===== src/rtl/qed_dup_sequencer_if.sv =====
// Sequencer <-> QED instruction queue bundle. The stats outputs exist only when
// QED_DUP_STATS_EN is defined.
interface qed_dup_sequencer_if;
  logic       qed_ena;
  logic       sync_req;
  logic       IF_stall;
  logic       vld_out;
  logic       exec_dup;
  logic [8:0] pending;
  logic       check_ready;
  logic       busy;
  logic       qed_err;
`ifdef QED_DUP_STATS_EN
  logic [15:0] win_cnt;
  logic [8:0]  max_pending;
`endif

  modport master (
    input  qed_ena, sync_req, IF_stall, vld_out,
    output exec_dup, pending, check_ready, busy, qed_err
`ifdef QED_DUP_STATS_EN
    , output win_cnt, max_pending
`endif
  );

  modport slave (
    output qed_ena, sync_req, IF_stall, vld_out,
    input  exec_dup, pending, check_ready, busy, qed_err
`ifdef QED_DUP_STATS_EN
    , input win_cnt, max_pending
`endif
  );
endinterface


===== src/rtl/qed_dup_sequencer.sv =====
// QED mode sequencer: fills the queue in ORIG, replays it in DUP, pulses check_ready
// in CHECK. Optional window statistics under QED_DUP_STATS_EN.
module qed_dup_sequencer #(
  parameter int ICACHESIZE = 256,
  parameter int BURST      = 16
) (
  input  logic                 clk,
  input  logic                 rst_n,
  qed_dup_sequencer_if.master  bus
);
  typedef enum logic [1:0] {
    IDLE  = 2'd0,
    ORIG  = 2'd1,
    DUP   = 2'd2,
    CHECK = 2'd3
  } state_e;

  localparam logic [8:0] BURST_LVL = 9'(BURST);
  localparam logic [8:0] FULL_LVL  = 9'(ICACHESIZE - 1);

  state_e     state_q, state_d;
  logic [8:0] pending_q, pending_d;
  logic       exec_dup_q, check_ready_q, busy_q, qed_err_q, err_d;
  logic       ins, del;

  assign ins = bus.vld_out & ~exec_dup_q;
  assign del = bus.vld_out & exec_dup_q;

  // Next state, next count and protocol-error detection
  always_comb begin
    state_d   = state_q;
    pending_d = pending_q;
    err_d     = qed_err_q;
    if (bus.vld_out && bus.IF_stall) begin
      err_d = 1'b1;
    end else begin
      err_d = err_d;
    end
    case (state_q)
      IDLE: begin
        if (bus.vld_out) err_d = 1'b1;
        else             err_d = err_d;
        if (bus.qed_ena) state_d = ORIG;
        else             state_d = IDLE;
      end
      ORIG: begin
        if (ins) pending_d = pending_q + 9'd1;
        else     pending_d = pending_q;
        // Limit insert wins over sync_req, which wins over enable drop
        if (ins && (pending_d == BURST_LVL || pending_d == FULL_LVL)) begin
          state_d = DUP;
        end else if (bus.sync_req) begin
          state_d = (pending_d != 9'd0) ? DUP : CHECK;
        end else if (!bus.qed_ena) begin
          state_d = (pending_d != 9'd0) ? DUP : IDLE;
        end else begin
          state_d = ORIG;
        end
      end
      DUP: begin
        if (del && pending_q == 9'd0) begin
          err_d = 1'b1;
        end else if (del) begin
          pending_d = pending_q - 9'd1;
          if (pending_q == 9'd1) state_d = CHECK;
          else                   state_d = DUP;
        end else begin
          state_d = DUP;
        end
      end
      CHECK: begin
        if (bus.vld_out) err_d = 1'b1;
        else             err_d = err_d;
        state_d = bus.qed_ena ? ORIG : IDLE;
      end
      default: begin
        state_d = IDLE;
      end
    endcase
  end

  // State and registered outputs, all decoded from the next state
  always_ff @(posedge clk or negedge rst_n) begin
    if (!rst_n) begin
      state_q       <= IDLE;
      pending_q     <= 9'd0;
      exec_dup_q    <= 1'b0;
      check_ready_q <= 1'b0;
      busy_q        <= 1'b0;
      qed_err_q     <= 1'b0;
    end else begin
      state_q       <= state_d;
      pending_q     <= pending_d;
      exec_dup_q    <= (state_d == DUP);
      check_ready_q <= (state_d == CHECK);
      busy_q        <= (state_d != IDLE);
      qed_err_q     <= err_d;
    end
  end

  assign bus.exec_dup    = exec_dup_q;
  assign bus.pending     = pending_q;
  assign bus.check_ready = check_ready_q;
  assign bus.busy        = busy_q;
  assign bus.qed_err     = qed_err_q;

`ifdef QED_DUP_STATS_EN
  logic [15:0] win_cnt_q;
  logic [8:0]  max_pending_q;

  // Saturating window counter and peak occupancy
  always_ff @(posedge clk or negedge rst_n) begin
    if (!rst_n) begin
      win_cnt_q     <= 16'd0;
      max_pending_q <= 9'd0;
    end else begin
      if (check_ready_q && win_cnt_q != 16'hFFFF) win_cnt_q <= win_cnt_q + 16'd1;
      if (pending_d > max_pending_q)             max_pending_q <= pending_d;
    end
  end

  assign bus.win_cnt     = win_cnt_q;
  assign bus.max_pending = max_pending_q;
`endif
endmodule


===== src/flat_wrapper.sv =====
// flat-port wrapper written by rule: the top's interface ports become plain ports
module qed_dup_sequencer_flat 
#(
  parameter int ICACHESIZE = 256,
  parameter int BURST      = 16
)
  (clk, rst_n, bus_qed_ena, bus_sync_req, bus_IF_stall, bus_vld_out, bus_exec_dup, bus_pending, bus_check_ready, bus_busy, bus_qed_err);
  qed_dup_sequencer_if bus_i ();
  input  logic clk;
  input  logic rst_n;
  input wire logic [$bits(bus_i.qed_ena)-1:0] bus_qed_ena;
  input wire logic [$bits(bus_i.sync_req)-1:0] bus_sync_req;
  input wire logic [$bits(bus_i.IF_stall)-1:0] bus_IF_stall;
  input wire logic [$bits(bus_i.vld_out)-1:0] bus_vld_out;
  output wire logic [$bits(bus_i.exec_dup)-1:0] bus_exec_dup;
  output wire logic [$bits(bus_i.pending)-1:0] bus_pending;
  output wire logic [$bits(bus_i.check_ready)-1:0] bus_check_ready;
  output wire logic [$bits(bus_i.busy)-1:0] bus_busy;
  output wire logic [$bits(bus_i.qed_err)-1:0] bus_qed_err;
  assign bus_i.qed_ena = bus_qed_ena;
  assign bus_i.sync_req = bus_sync_req;
  assign bus_i.IF_stall = bus_IF_stall;
  assign bus_i.vld_out = bus_vld_out;
  assign bus_exec_dup = bus_i.exec_dup;
  assign bus_pending = bus_i.pending;
  assign bus_check_ready = bus_i.check_ready;
  assign bus_busy = bus_i.busy;
  assign bus_qed_err = bus_i.qed_err;
  qed_dup_sequencer #(.ICACHESIZE(ICACHESIZE), .BURST(BURST)) u_core (.clk(clk), .rst_n(rst_n), .bus(bus_i));
endmodule

===== config.mk =====
export PLATFORM = sky130hd
export DESIGN_NAME = qed_dup_sequencer_flat
export DESIGN_NICKNAME = d
export VERILOG_FILES = /design/src/rtl/qed_dup_sequencer_if.sv /design/src/rtl/qed_dup_sequencer.sv /design/src/flat_wrapper.sv
export SDC_FILE = /design/constraint.sdc
export NUM_CORES = 1
export LEC_CHECK = 0
export BUFFER_PORTS_ARGS = -buffer_cell sky130_fd_sc_hd__buf_2
export CORE_MARGIN = 1
export CORE_UTILIZATION = 51
export DETAILED_ROUTE_END_ITERATION = 8
export PLACE_DENSITY = 0.84
export SLEW_MARGIN = 20
export SYNTH_ARGS = -nofsm -noshare
export SYNTH_HDL_FRONTEND = slang
export SYNTH_SLANG_ARGS = --single-unit

===== constraint.sdc =====
create_clock -name clk -period 4 [get_ports clk]
set_input_delay 0.8 -clock clk [delete_from_list [all_inputs] [get_ports clk]]
set_output_delay 0.8 -clock clk [all_outputs]
set_load 0.01 [all_outputs]

---- After elaboration in Yosys (flattened, before gate mapping) ----
Cells that the tools add are included.
W data, S select, Z words.
storage, ports and cells
  output and inout port bits .............. 13
  register bits ........................... 15
  logic and storage cells ................. 51
cells by class
  add/sub/neg operators ................... 2
  eq/ne operators ......................... 10
  reductions and logical operators ........ 11
  muxes and demuxes ....................... 19
  bitwise logic cells ..................... 3
operator list
  cell                   count
  $mux W9                4
  $pmux W9 S2            1
  $mux W2                5
  $add A9 B1 Y9 const B  1
  $eq A9 B1 Y1 const B   1
  $eq A9 B5 Y1 const B   1
  $eq A9 B8 Y1 const B   1
  $logic_not A9 Y1       1
  $reduce_bool A9 Y1     1
  $sub A9 B1 Y9 const B  1
  $eq A2 B2 Y1 const B   4
  $mux W1                7
  $pmux W2 S3            1
  $reduce_bool A2 Y1     2
  $logic_and A1 B1 Y1    3
  $reduce_and A3 Y1      1
  $and A1 B1 Y1          2
  $eq A2 B1 Y1 const B   1
  $logic_not A2 Y1       1
  $ne A2 B1 Y1 const B   1
  $ne A2 B2 Y1 const B   1
  $pmux W1 S2            1
  $reduce_or A2 Y1       1
  $logic_or A1 B1 Y1     1
  $not A1 Y1             1

---- Longest topological paths before layout ----
Gate-level depths: netlist (run 1).
  depth after elaboration ................. 11
  mapped depth ............................ 8

---- Worst setup path after synthesis (run 1) ----
Ideal clock, no wire load.
  path type ............................... input -> register
  start point ............................. in bus_vld_out
  end point ............................... reg u_core.exec_dup_q, in the netlist u_core.bus.exec_dup
  setup time .............................. 128 ps
  stages .................................. 6
  data arrival time ....................... 1832 ps
  path slack .............................. 2040 ps
  cell sequence ........................... nand4b_2 nor3_2 xnor2_1 nand2_1 a2111oi_4 o21ai_1
between the ends
  longest elaborated chain between the ends .. 10
RTL lines
  what                  line                                              RTL
  start, declared       flat_wrapper.sv:14                                input wire logic [$bits(bus_i.vld_out)-1:0] bus_vld_out;
  $and A1 B1 Y1         qed_dup_sequencer.sv:26                           assign ins = bus.vld_out & ~exec_dup_q;
  $mux W9               qed_dup_sequencer.sv:47                           if (ins) pending_d = pending_q + 9'd1;
  $mux W9               qed_dup_sequencer.sv:39                           case (state_q)
  $reduce_bool A9 Y1    qed_dup_sequencer.sv:53, qed_dup_sequencer.sv:55
  $mux W2               qed_dup_sequencer.sv:55                           state_d = (pending_d != 9'd0) ? DUP : IDLE;
  $mux W2               qed_dup_sequencer.sv:54                           end else if (!bus.qed_ena) begin
  $mux W2               qed_dup_sequencer.sv:52                           end else if (bus.sync_req) begin
  $mux W2               qed_dup_sequencer.sv:50                           if (ins && (pending_d == BURST_LVL || pending_d == FULL_LVL)) begin
  $pmux W2 S3 (*)       qed_dup_sequencer.sv:39
  $eq A2 B2 Y1 (*)      qed_dup_sequencer.sv:94                           exec_dup_q <= (state_d == DUP);
  end signal, assigned  qed_dup_sequencer.sv:94
  end, declared         qed_dup_sequencer.sv:23                           logic exec_dup_q, check_ready_q, busy_q, qed_err_q, err_d;
Mark *: on every way between the ends. The rest lies on a longest branch, timed or not. The select of a mux whose other input is x is not followed.
A chain may end at the register's enable or synchronous reset.

---- Worst setup path in the final report (run 1) ----
  start point ............................. reg u_core.pending_q[0], in the netlist u_core.bus.pending[0]
  end point ............................... reg u_core.exec_dup_q, in the netlist u_core.bus.exec_dup
between the ends
  longest elaborated chain between the ends .. 10
RTL lines
  what                    line                                              RTL
  start, declared         qed_dup_sequencer.sv:22                           logic [8:0] pending_q, pending_d;
  start signal, assigned  qed_dup_sequencer.sv:93                           pending_q <= pending_d;
  $add A9 B1 Y9           qed_dup_sequencer.sv:47
  $mux W9                 qed_dup_sequencer.sv:47
  $mux W9                 qed_dup_sequencer.sv:39
  $reduce_bool A9 Y1      qed_dup_sequencer.sv:53, qed_dup_sequencer.sv:55
  $mux W2                 qed_dup_sequencer.sv:55
  $mux W2                 qed_dup_sequencer.sv:54
  $mux W2                 qed_dup_sequencer.sv:52
  $mux W2                 qed_dup_sequencer.sv:50
  $pmux W2 S3 (*)         qed_dup_sequencer.sv:39
  $eq A2 B2 Y1 (*)        qed_dup_sequencer.sv:94
Marked as above.

==> metrics.md, run 1 <==
| Metric | Value |
|---|---|
| GR Util met3 | `2.63%` |
| Final Cycle Share | `52.2%` |
| Ys async rst share | `100%` |
| CP max FO | `6` |
| Fillers | `211` |
| Syn nets | `149` |
| Largest net degree at the start of global routing | `16` |
| Leakage power | `0.525 nW` |
| Final core occ | `59.9%` |
| IO buf count | `18` |
| Status | `completed` |
| Post-route ant nets | `0` |
| Largest family of logic cells by synthesized area | `simple AND/OR/NAND/NOR gates` |
| RSZ-0062 raised after global routing | `false` |
| Worst path max stage delay | `0.46 ns` |
| Area Overhead vs Synth | `7.68%` |
| Clk pin slew, worst setup/hold paths | `0.10 ns` |
| Number of flops mapped to enable cells by yosys | `0` |
| Detail-routed via count per cell | `6.08` |
| DIE HEIGHT | `51.6 um` |
| Clock buffer depth | `2` |
| Maxcap violations | `0` |
| Most Crowded Layer GR | `met2` |
| Post-Synth Simple-Gate Area | `27.4%` |
| Cell Pwr Density | `517 nW/um^2` |
| WP data required | `4.19 ns` |
| Final slew viol count | `0` |
| Clock power frac | `13.6%` |
| Top cells by area, synth | `dfrtp_1, xnor2_1, ha_1, nand3_1, nor3_1` |
| Setup total negative slack | `0 ns` |
| Adder-Cell Fraction of Synth Area | `5.99%` |
| Arrival time at the worst endpoint | `2.27 ns` |
| CP Cell Sequence | `ha_1, nand4b_2, nor3_2, xnor2_1, nand2_1, a2111oi_4, o21ai_1` |
| Total CTS buffers | `3` |
| Synth top area share | `29.9%` |
| Compound-gate portion of the synthesized area | `19.4%` |
| Register area share after synthesis | `29.9%` |
| Reg-to-reg endpoint | `u_core.bus.exec_dup` |
| Count of different cell masters after synthesis | `49` |
| Initial antenna violation count | `0` |
| Slowest-stage cell, CP | `dfrtp_1` |
| Row count | `17` |
| Core area | `2250 sq um` |
| Pint | `0.000366 W` |
| Synth warnings | `0` |
| Clock sink count | `15` |
| Max Freq | `479 MHz` |
| Combinational power share | `44.0%` |
| WS Path Type | `reg -> reg` |
| Hold Violations, Final | `0` |
| Yosys reg bits | `15` |
| Top_reg_cell synth | `dfrtp_1` |
| H-tree depth | `1` |
| Vias in the first global route | `930` |
| Sw Share | `47.5%` |
| Crit end category | `register` |
| Mux cell area share after synthesis | `0.798%` |
| Final nets | `165` |
| GRT overflow | `0` |
| HPWL after DPL | `2020 um` |
| Chip width | `51.6 um` |
| Reg2reg start | `u_core.bus.pending[0]` |
| Met1 GRT Util | `30.7%` |
| Via Count | `1094` |
| Share of cells above drive strength 1 | `22.4%` |
| Synth Instances | `137` |
| Hold-fix buffers, CTS | `0` |
| Rel. slew slack | `68.0%` |
| Setup Viol. Count Final | `0` |
| Worst setup SP type | `register` |
| Clk root buf | `clkbuf_4` |
| Sw Pwr | `0.000332 W` |
| Syn avg cell area | `9.15 sq um` |
| Post-cts resize count | `0` |
| Synthesized area | `1250 sq um` |
| DRT Wirelength | `2690 um` |
| Synth area leader | `dfrtp_1` |
| Post-route DRC | `0` |
| Clk Latency, worst-skew pair | `0.30 ns` |
| CTS tree | `yes` |
| Cells on worst reg2reg path | `7` |
| Post CTS Setup Buffer Count | `0` |
| Worst R2R Setup Slack | `1.91 ns` |
| Die area | `2660 sq um` |
| Final Wtd Congestion | `0.879` |
| First-pass GRT wire length | `4430 um` |
| Fin Clk Skew | `0.00224 ns` |
| Initial DRC Count | `38` |
| Grt met2 use | `35.5%` |
| WL/cell | `14.9 um` |
| Pre-antenna DRT Iters | `4` |
| Tightest Pin Transition | `0.480 ns` |
| Tot GR Track Use | `23.0%` |
| Synth Area in XOR/XNOR | `9.68%` |
| Worst Hold Class | `in -> async` |
| Minimum clock period | `2.09 ns` |
| Initial Util | `55.6%` |
| Max VDD drop | `0.388 mV` |
| Antenna Diode Count | `0` |
| Reg power frac | `42.5%` |
| I/O Pins | `19` |
sequential cells by signal, summed over array words and instances (netlist names):
name	cells
u_core.bus.pending	9
u_core.state_q	2
u_core.bus.busy	1
u_core.bus.check_ready	1
u_core.bus.exec_dup	1
u_core.bus.qed_err	1
synthesized netlist by cell type (2+ instances only):
cell type / count
nand2_1: 9
buf_6: 3
a21oi_1: 2
dfrtp_1: 15
nor4_1: 2
nand4_1: 3
nand3_1: 12
and3b_1: 2
xor2_1: 3
o21ai_0: 5
o21ai_1: 4
a31oi_1: 2
inv_1: 7
nand2b_1: 3
nor3_1: 7
nor3_2: 2
xnor2_1: 9
ha_1: 6
o2bb2ai_1: 2
nor2_1: 6
a21boi_1: 2
a41o_1: 2
buf_2: 2
and3_1: 2
critical path, delay by kind of cell, from the launching register on:
kind | cells | cell delay [ns]
and+or+nand+nor | 3 | 0.57
DFF | 1 | 0.46
AOI/OAI and AO/OA | 2 | 0.41
adders and majority gates | 1 | 0.27
xor gates and xnor gates | 1 | 0.25
cells by family (layout without fill, tap and decap cells):
group	after synthesis	after routing
xor gates and xnor gates	13	13
buffers and inverters	15	30
AOI/OAI and AO/OA	31	31
muxes	1	1
DFF	15	15
and+or+nand+nor	56	56
adders and majority gates	6	6
cell usage in the layout, fill, tap and decap left out, types with 2 or more instances in the layout:
cell       count
buf_2         18
dfrtp_1       15
nand3_1       12
nand2_1        9
xnor2_1        9
inv_1          7
nor3_1         7
nor2_1         6
ha_1           6
o21ai_0        5
o21ai_1        4
nand2b_1       3
xor2_1         3
nand4_1        3
clkbuf_4       3
nor3_2         2
o2bb2ai_1      2
and3_1         2
a31oi_1        2
nor4_1         2
a41o_1         2
and3b_1        2
a21boi_1       2
a21oi_1        2
layout make-up:
class / count / area [sq um] / share of cell area (%)
clock buffers: 4 / 26.3 / 1.95
flip-flops and latches: 15 / 375 / 27.8
repair buffers: 18 / 90.1 / 6.67
inverters: 8 / 30.0 / 2.22
multi-input cells: 107 / 793 / 58.8
well taps: 28 / 35.0 / 2.60
power groups by stage:
stage	clock, W	combinational, W	sequential (W)
after global routing	0.000100	0.000336	0.000309
after CTS	0.0000963	0.000308	0.000296
final	0.0000947	0.000307	0.000296
after floorplan	0	0.000306	0.000240
after detailed placement	0	0.000306	0.000299
after global placement	0	0.000297	0.000295
through the flow:
step,setup WS [ns],cells,cell area (sq um),hold slack (ns),total power [W]
final,1.91,180,1350,0.384,0.000697
after global routing,1.76,180,1350,0.406,0.000745
after CTS,1.91,180,1350,0.386,0.000700
after detailed placement,1.72,176,1320,0.464,0.000605
after global placement,1.81,176,1320,0.449,0.000592
after floorplan,2.04,137,1250,0.504,0.000546
worst max-delay path by stage:
stage | start | endpoint | slack, ns
floorplan | bus_vld_out | u_core.bus.exec_dup | 2.04
global placement | bus_vld_out | u_core.bus.exec_dup | 1.81
detailed placement | bus_vld_out | u_core.bus.exec_dup | 1.72
global route | u_core.bus.pending[0] | u_core.bus.exec_dup | 1.76
finish | u_core.bus.pending[0] | u_core.bus.exec_dup | 1.91
CTS | u_core.bus.pending[0] | u_core.bus.exec_dup | 1.91
metal layers:
metal  vias to the layer above  share of wire, %
met5                         -                 0
met3                         5               5.8
met1                       523                45
met2                        37                47
met4                         0               2.3
li1                        529                 -
No activity file was read; power rests on OpenSTA's default activity.
==> inputs of run 2 (changes only) <==
==> constraint.sdc (replaced) <==
create_clock -name clk -period 2 [get_ports clk]
set_input_delay 0.4 -clock clk [delete_from_list [all_inputs] [get_ports clk]]
set_output_delay 0.4 -clock clk [all_outputs]
set_load 0.01 [all_outputs]
==> run 2 against run 1 <==
The flow now finishes with violations (hold timing). Register-to-register slack got worse by 1.9 ns. Clock power rose by 96%. Hold slack got worse by 0.39 ns. Combinational power rose by 140%. Clock skew barely moved. Via count rose by 3.1%. Core utilization rose by 2.9 points. Non-clock buffer count rose by 6. Sequential cell count did not move. Critical path depth fell by 1. Sequential share of layout area fell by 0.84 points. Critical endpoint unchanged.
==> metrics.md, run 2 (synthesis results as in run 1) <==
| Metric | Value |
|---|---|
| Sw Pwr | `0.000703 W (+110%)` |
| CP Cell Sequence | `inv_2, ha_1, o31ai_1, nand3_1, a2111oi_4, o21ai_1` |
| Final Hold Slack | `-0.0103 ns (-0.395 ns)` |
| CP max FO | `6 (unchanged)` |
| WS Path Type | `reg -> reg` |
| Max reg flops | `9 (unchanged)` |
| Minimum clock period | `1.94 ns (-0.147 ns)` |
| Tot GR Track Use | `23.5% (+0.48 points)` |
| Pre-antenna DRT Iters | `4 (unchanged)` |
| Crit end category | `register` |
| Fillers | `191 (-9.5%)` |
| Hold-fix buffers, CTS | `0 (unchanged)` |
| Design Area, Final | `1420 sq um (+4.8%)` |
| Final Wtd Congestion | `0.917 (+4.3%)` |
| Final core occ | `62.8% (+2.9 points)` |
| Row count | `17 (unchanged)` |
| Finished Layout Cells | `186 (+3.3%)` |
| Setup Viol. Count Final | `0 (unchanged)` |
| CP endpoint | `u_core.bus.exec_dup` |
| Maxcap violations | `0 (unchanged)` |
| Post-route ant nets | `0 (unchanged)` |
| CTS tree | `yes` |
| Post-route DRC | `0 (unchanged)` |
| Final nets | `171 (+3.6%)` |
| Post CTS Setup Buffer Count | `0 (unchanged)` |
| HPWL after DPL | `2150 um (+6.8%)` |
| Max Freq | `516 MHz (+7.6%)` |
| Area Overhead vs Synth | `12.9%` |
| Most common cell after layout, fill and taps aside | `buf_2` |
| Buf/Inv on CP | `1 (+1)` |
| Crit path depth | `6 (-1)` |
| Clock buffer depth | `2 (unchanged)` |
| Hold Violations, Final | `15 (+15)` |
| Total power draw | `0.00151 W (+120%)` |
| Reg power frac | `38.3% (-4.2 points)` |
| Largest net degree at the start of global routing | `16 (unchanged)` |
| Max VDD drop | `0.788 mV (+100%)` |
| Worst Hold Class | `in -> async` |
| Initial DRC Count | `38 (unchanged)` |
| Antenna Diode Count | `0 (unchanged)` |
| Sw Share | `46.5% (-1.0 points)` |
| Initial Util | `55.6% (unchanged)` |
| Worst setup startpoint | `u_core.bus.pending[0]` |
| Clk root buf | `clkbuf_4` |
| Placed inst area | `1370 sq um (+3.4%)` |
| Reg-to-reg endpoint | `u_core.bus.exec_dup` |
| Worst setup SP type | `register` |
| Slowest-stage cell, CP | `dfrtp_2` |
| Clock power frac | `12.3% (-1.3 points)` |
| Cell Pwr Density | `1070 nW/um^2 (+110%)` |
| Combinational power share | `49.3% (+5.3 points)` |
| Final slew viol count | `0 (unchanged)` |
| Clk pin slew, worst setup/hold paths | `0.10 ns (about the same)` |
| Worst path max stage delay | `0.43 ns (-0.03 ns)` |
| Final Cycle Share | `96.9% (+45 points)` |
| RSZ-0062 raised after global routing | `true` |
| GRT overflow | `0 (unchanged)` |
| Failing checks | `hold timing` |
| Total CTS buffers | `3 (unchanged)` |
| Fin Clk Skew | `0.00195 ns (-0.000295 ns)` |
| H-tree depth | `1 (unchanged)` |
| Via Count | `1128 (+3.1%)` |
| First-pass GRT wire length | `4750 um (+7.3%)` |
| I/O Pins | `19 (unchanged)` |
| Worst R2R Setup Slack | `0.06 ns (-1.85 ns)` |
| Clk Latency, worst-skew pair | `0.29 ns (about the same)` |
| Cells on worst reg2reg path | `6 (-1)` |
| Worst setup margin | `0.0612 ns (-1.85 ns)` |
| Tightest Pin Transition | `0.449 ns (-0.0318 ns)` |
| Leakage power | `0.569 nW (+8.3%)` |
| Share of cells above drive strength 1 | `29.1% (+6.7 points)` |
| Arrival time at the worst endpoint | `2.12 ns (-0.15 ns)` |
| Vias in the first global route | `1039 (+12%)` |
| Rel. slew slack | `69.8% (+1.8 points)` |
| DIE HEIGHT | `51.6 um (unchanged)` |
| DRT Wirelength | `2800 um (+4.3%)` |
| Most frequent cells in the layout | `buf_2, nand3_1, dfrtp_1` |
| Placed cells | `182 (+3.4%)` |
| WL/cell | `15.1 um (+0.96%)` |
| Clock sink count | `15 (unchanged)` |
| Pint | `0.000808 W (+120%)` |
| IO buf count | `18 (unchanged)` |
| Chip width | `51.6 um (unchanged)` |
| CP delay by family, top | `compound AO/OA/AOI/OAI gates` |
| WP data required | `2.18 ns (-2.01 ns)` |
| Status | `finished with violations` |
| Detail-routed via count per cell | `6.06 (-0.22%)` |
| Die area | `2660 sq um (unchanged)` |
| Core area | `2250 sq um (unchanged)` |
| Dpl ws | `0.00574 ns (-1.71 ns)` |
| Initial antenna violation count | `0 (unchanged)` |
| Reg2reg start | `u_core.bus.pending[0]` |
[run 2: final cells by class]
type                       instances  area (sq um)  share of cell area [%]
clock buffer                       4          26.3                    1.86
tap                               28          35.0                    2.48
inverter                           8          30.0                    2.12
sequential                        15           382                    27.0
multi-input combinational        107           807                    57.0
timing repair buffer              24           135                    9.55
[run 2: power by group through the flow]
stage | clock network (W) | registers (W) | logic (W)
after floorplan | 0 | 0.000479 | 0.000612
after global placement | 0 | 0.000557 | 0.000709
after detailed placement | 0 | 0.000568 | 0.000728
after CTS | 0.000188 | 0.000564 | 0.000731
after global routing | 0.000192 | 0.000603 | 0.000807
final | 0.000186 | 0.000578 | 0.000745
[run 2: through the flow]
| step | hold WS [ns] | TNS [ns] |
|---|---|---|
| final | -0.0103 | 0 |
| after global routing | 0.0298 | -0.0706 |
| after CTS | 0.00217 | 0 |
| after detailed placement | 0.323 | 0 |
| after global placement | 0.320 | 0 |
| after floorplan | 0.104 | 0 |
[run 2: worst reg2reg max path: stages, from the launching register on]
cell       delay, ns
dfrtp_2         0.43
inv_2           0.05
ha_1            0.34
o31ai_1         0.32
nand3_1         0.22
a2111oi_4       0.35
o21ai_1         0.11
[run 2: worst min path at each step]
| stage | depth (start not counted) | start | slack (ns) | to |
|---|---|---|---|---|
| floorplan | 0 | rst_n | 0.10 | u_core.bus.busy |
| global placement | 1 | rst_n | 0.32 | u_core.bus.pending[6] |
| detailed placement | 1 | rst_n | 0.32 | u_core.bus.pending[7] |
| CTS | 1 | rst_n | 0.002 | u_core.bus.pending[7] |
| global route | 1 | rst_n | 0.03 | u_core.bus.pending[4] |
| finish | 1 | rst_n | -0.01 | u_core.bus.qed_err |
[run 2: per-layer routing]
metal	up-vias	GRT usage, %	wire length (um)	share of wire [%]
met2	44	40.7	1380	49
li1	544	-	-	-
met5	-	0	0	0
met3	4	2.92	182	6.5
met4	0	7.66	26	0.93
met1	536	29.9	1220	43
[run 2: what timing repair did]
action                     CTS  global route
gates resized for setup      1             6
hold endpoints to repair     0             0
cloned                       0             0
pin swaps                    0             2
setup endpoints to repair    1             7
==> inputs of run 3 (changes only) <==
--- a/config.mk
+++ b/config.mk
@@ -6,7 +6,7 @@
 export NUM_CORES = 1
 export LEC_CHECK = 0
 export BUFFER_PORTS_ARGS = -buffer_cell sky130_fd_sc_hd__buf_2
-export CORE_MARGIN = 1
+export CORE_MARGIN = 4
 export CORE_UTILIZATION = 51
 export DETAILED_ROUTE_END_ITERATION = 8
 export PLACE_DENSITY = 0.84
==> constraint.sdc (replaced) <==
create_clock -name clk -period 2.32 [get_ports clk]
set_input_delay 0.464 -clock clk [delete_from_list [all_inputs] [get_ports clk]]
set_output_delay 0.464 -clock clk [all_outputs]
set_load 0.01 [all_outputs]
==> run 3 against run 2 <==
The flow now finishes without violations. Sequential share of layout area up 0.84 points. Combinational power down 28%. Final cell count down 3.2%. Die area up 25%. Clock power down 15%. Register-to-register slack better by 0.23 ns. Sequential cell count unchanged. Largest cell class unchanged. Global-route usage down 5.7 points. Design area down 4.6%. Wire length up 1.7%. Critical path depth up 1. Core utilization down 3.4 points.
==> metrics.md, run 3 (synthesis results as in run 1) <==
| Metric | Value |
|---|---|
| CTS tree | `yes` |
| WL/cell | `15.8 um (+5.1%)` |
| Chip width | `57.6 um (+12%)` |
| Cell Pwr Density | `895 nW/um^2 (-16%)` |
| Setup total negative slack | `0 ns (unchanged)` |
| Slowest-stage cell, CP | `dfrtp_1` |
| Worst path max stage delay | `0.47 ns (+0.04 ns)` |
| Cells on worst reg2reg path | `7 (+1)` |
| Final Wtd Congestion | `0.915 (-0.23%)` |
| Post-cts resize count | `0 (-1)` |
| Leakage power | `0.525 nW (-7.6%)` |
| Worst R2R Setup Slack | `0.29 ns (+0.23 ns)` |
| Hold-fix buffers, CTS | `0 (unchanged)` |
| Total CTS buffers | `3 (unchanged)` |
| Most common cell after layout, fill and taps aside | `buf_2` |
| Area Overhead vs Synth | `7.68%` |
| Area occupied by multi-input gates | `793 sq um (-1.7%)` |
| DRT Wirelength | `2850 um (+1.7%)` |
| Reg2reg start | `u_core.bus.pending[0]` |
| Clk Latency, worst-skew pair | `0.28 ns (about the same)` |
| WP data required | `2.49 ns (+0.31 ns)` |
| DIE HEIGHT | `57.6 um (+12%)` |
| Clock power frac | `13.2% (+0.9 points)` |
| Via Count | `1067 (-5.4%)` |
| Row count | `17 (unchanged)` |
| Rel. slew slack | `66.3% (-3.5 points)` |
| Tot GR Track Use | `17.8% (-5.7 points)` |
| Antenna Diode Count | `0 (unchanged)` |
| Initial Util | `55.1% (-0.52 points)` |
| GRT overflow | `0 (unchanged)` |
| Pre-antenna DRT Iters | `4 (unchanged)` |
| Status | `completed` |
| Minimum clock period | `2.03 ns (+0.0931 ns)` |
| Core area | `2280 sq um (+0.94%)` |
| Reg-to-reg endpoint | `u_core.bus.exec_dup` |
| CP Cell Sequence | `ha_1, nand4b_2, nor3_2, xnor2_1, nand2_1, a2111oi_4, o21ai_1` |
| Max VDD drop | `0.651 mV (-17%)` |
| Max reg flops | `9 (unchanged)` |
| Post-route ant nets | `0 (unchanged)` |
| Final nets | `165 (-3.5%)` |
| Combinational power share | `44.3% (-5.0 points)` |
| H-tree depth | `1 (unchanged)` |
| Largest net degree at the start of global routing | `16 (unchanged)` |
| I/O Pins | `19 (unchanged)` |
| Die area | `3320 sq um (+25%)` |
| Dpl ws | `0.329 ns (+0.324 ns)` |
| Fin Clk Skew | `0.00669 ns (+0.00474 ns)` |
| RSZ-0062 raised after global routing | `false` |
| Crit end category | `register` |
| CP max FO | `6 (unchanged)` |
| Final slew viol count | `0 (unchanged)` |
| Fillers | `196 (+2.6%)` |
| Final Hold Slack | `0.0697 ns (+0.0800 ns)` |
| Post-route DRC | `0 (unchanged)` |
| IO buf count | `18 (unchanged)` |
| Clk pin slew, worst setup/hold paths | `0.10 ns (about the same)` |
| Worst setup SP type | `register` |
| Finished Layout Cells | `180 (-3.2%)` |
| Tightest Pin Transition | `0.505 ns (+0.0569 ns)` |
| Initial antenna violation count | `0 (unchanged)` |
| Clock sink count | `15 (unchanged)` |
| Max Freq | `492 MHz (-4.6%)` |
| Final core occ | `59.3% (-3.4 points)` |
| Share of cells above drive strength 1 | `22.4% (-6.7 points)` |
| Sw Share | `47.8% (+1.3 points)` |
| Hold Violations, Final | `0 (-15)` |
| Final Cycle Share | `87.6% (-9.4 points)` |
| Register area | `375 sq um (-1.6%)` |
| Placed cells | `176 (-3.3%)` |
| Sw Pwr | `0.000578 W (-18%)` |
| WS Path Type | `reg -> reg` |
| Clk root buf | `clkbuf_4` |
| Maxcap violations | `0 (unchanged)` |
| Pint | `0.000630 W (-22%)` |
| First-pass GRT wire length | `4650 um (-2.2%)` |
| Clock buffer depth | `2 (unchanged)` |
| HPWL after DPL | `2120 um (-1.6%)` |
| Post CTS Setup Buffer Count | `0 (unchanged)` |
| Initial DRC Count | `36 (-5.3%)` |
| Reg power frac | `42.6% (+4.3 points)` |
| Worst setup margin | `0.288 ns (+0.227 ns)` |
| Most frequent cells in the layout | `buf_2, dfrtp_1, nand3_1` |
| Arrival time at the worst endpoint | `2.20 ns (+0.08 ns)` |
| Vias in the first global route | `993 (-4.4%)` |
| Setup Viol. Count Final | `0 (unchanged)` |
| Worst Hold Class | `in -> async` |
| Detail-routed via count per cell | `5.93 (-2.3%)` |
run 3: cell types whose count changed in the layout (fill, tap and decap cells not counted):
cell     delta
xnor2_1     +1
nor3_2      +1
dfrtp_1     +5
xnor2_2     -1
buf_4       -6
dfrtp_2     -5
nor3_4      -1
run 3: metrics by stage:
stage          area (sq um)  total power [W]
6_report               1350          0.00121
3_3_place_gp           1320          0.00102
2_1_floorplan          1250         0.000941
5_1_grt                1350          0.00129
3_5_place_dp           1320          0.00105
4_1_cts                1350          0.00121
run 3: power by group through the flow:
| stage | combinational (W) | sequential, W | clock [W] |
|---|---|---|---|
| after global placement | 0.000518 | 0.000507 | 0 |
| after detailed placement | 0.000531 | 0.000518 | 0 |
| after floorplan | 0.000527 | 0.000413 | 0 |
| final | 0.000535 | 0.000515 | 0.000159 |
| after CTS | 0.000535 | 0.000512 | 0.000163 |
| after global routing | 0.000583 | 0.000534 | 0.000172 |
run 3: per-layer routing:
metal  part of all wire [%]  track usage (%)
met5                      0                0
met2                     47             29.0
met4                   0.60             4.30
met1                     47             24.2
met3                    5.2             3.39
run 3: how the worst max path moves through the flow:
stage	cells after the start	endpoint	from	slack, ns
4_1_cts	7	u_core.bus.exec_dup	u_core.bus.pending[0]	0.30
6_report	7	u_core.bus.exec_dup	u_core.bus.pending[0]	0.29
5_1_grt	7	u_core.bus.exec_dup	u_core.bus.pending[0]	0.06
3_3_place_gp	6	u_core.bus.exec_dup	u_core.bus.pending[3]	0.40
3_5_place_dp	7	u_core.bus.exec_dup	u_core.bus.pending[0]	0.33
2_1_floorplan	6	u_core.bus.exec_dup	u_core.bus.pending[0]	0.45
run 3: worst max-delay path: cells and delay by family (launching register included):
family	cells	cell delay (ns)
compound gates	2	0.40
xor+xnor	1	0.24
fa+ha+maj	1	0.24
flops	1	0.47
simple gates	3	0.57
run 3: final cells by class:
class / count / area share (%)
multi-input combinational: 107 / 58.8
sequential: 15 / 27.8
timing repair buffer: 18 / 6.67
tap: 28 / 2.60
inverter: 8 / 2.22
clock buffer: 4 / 1.95
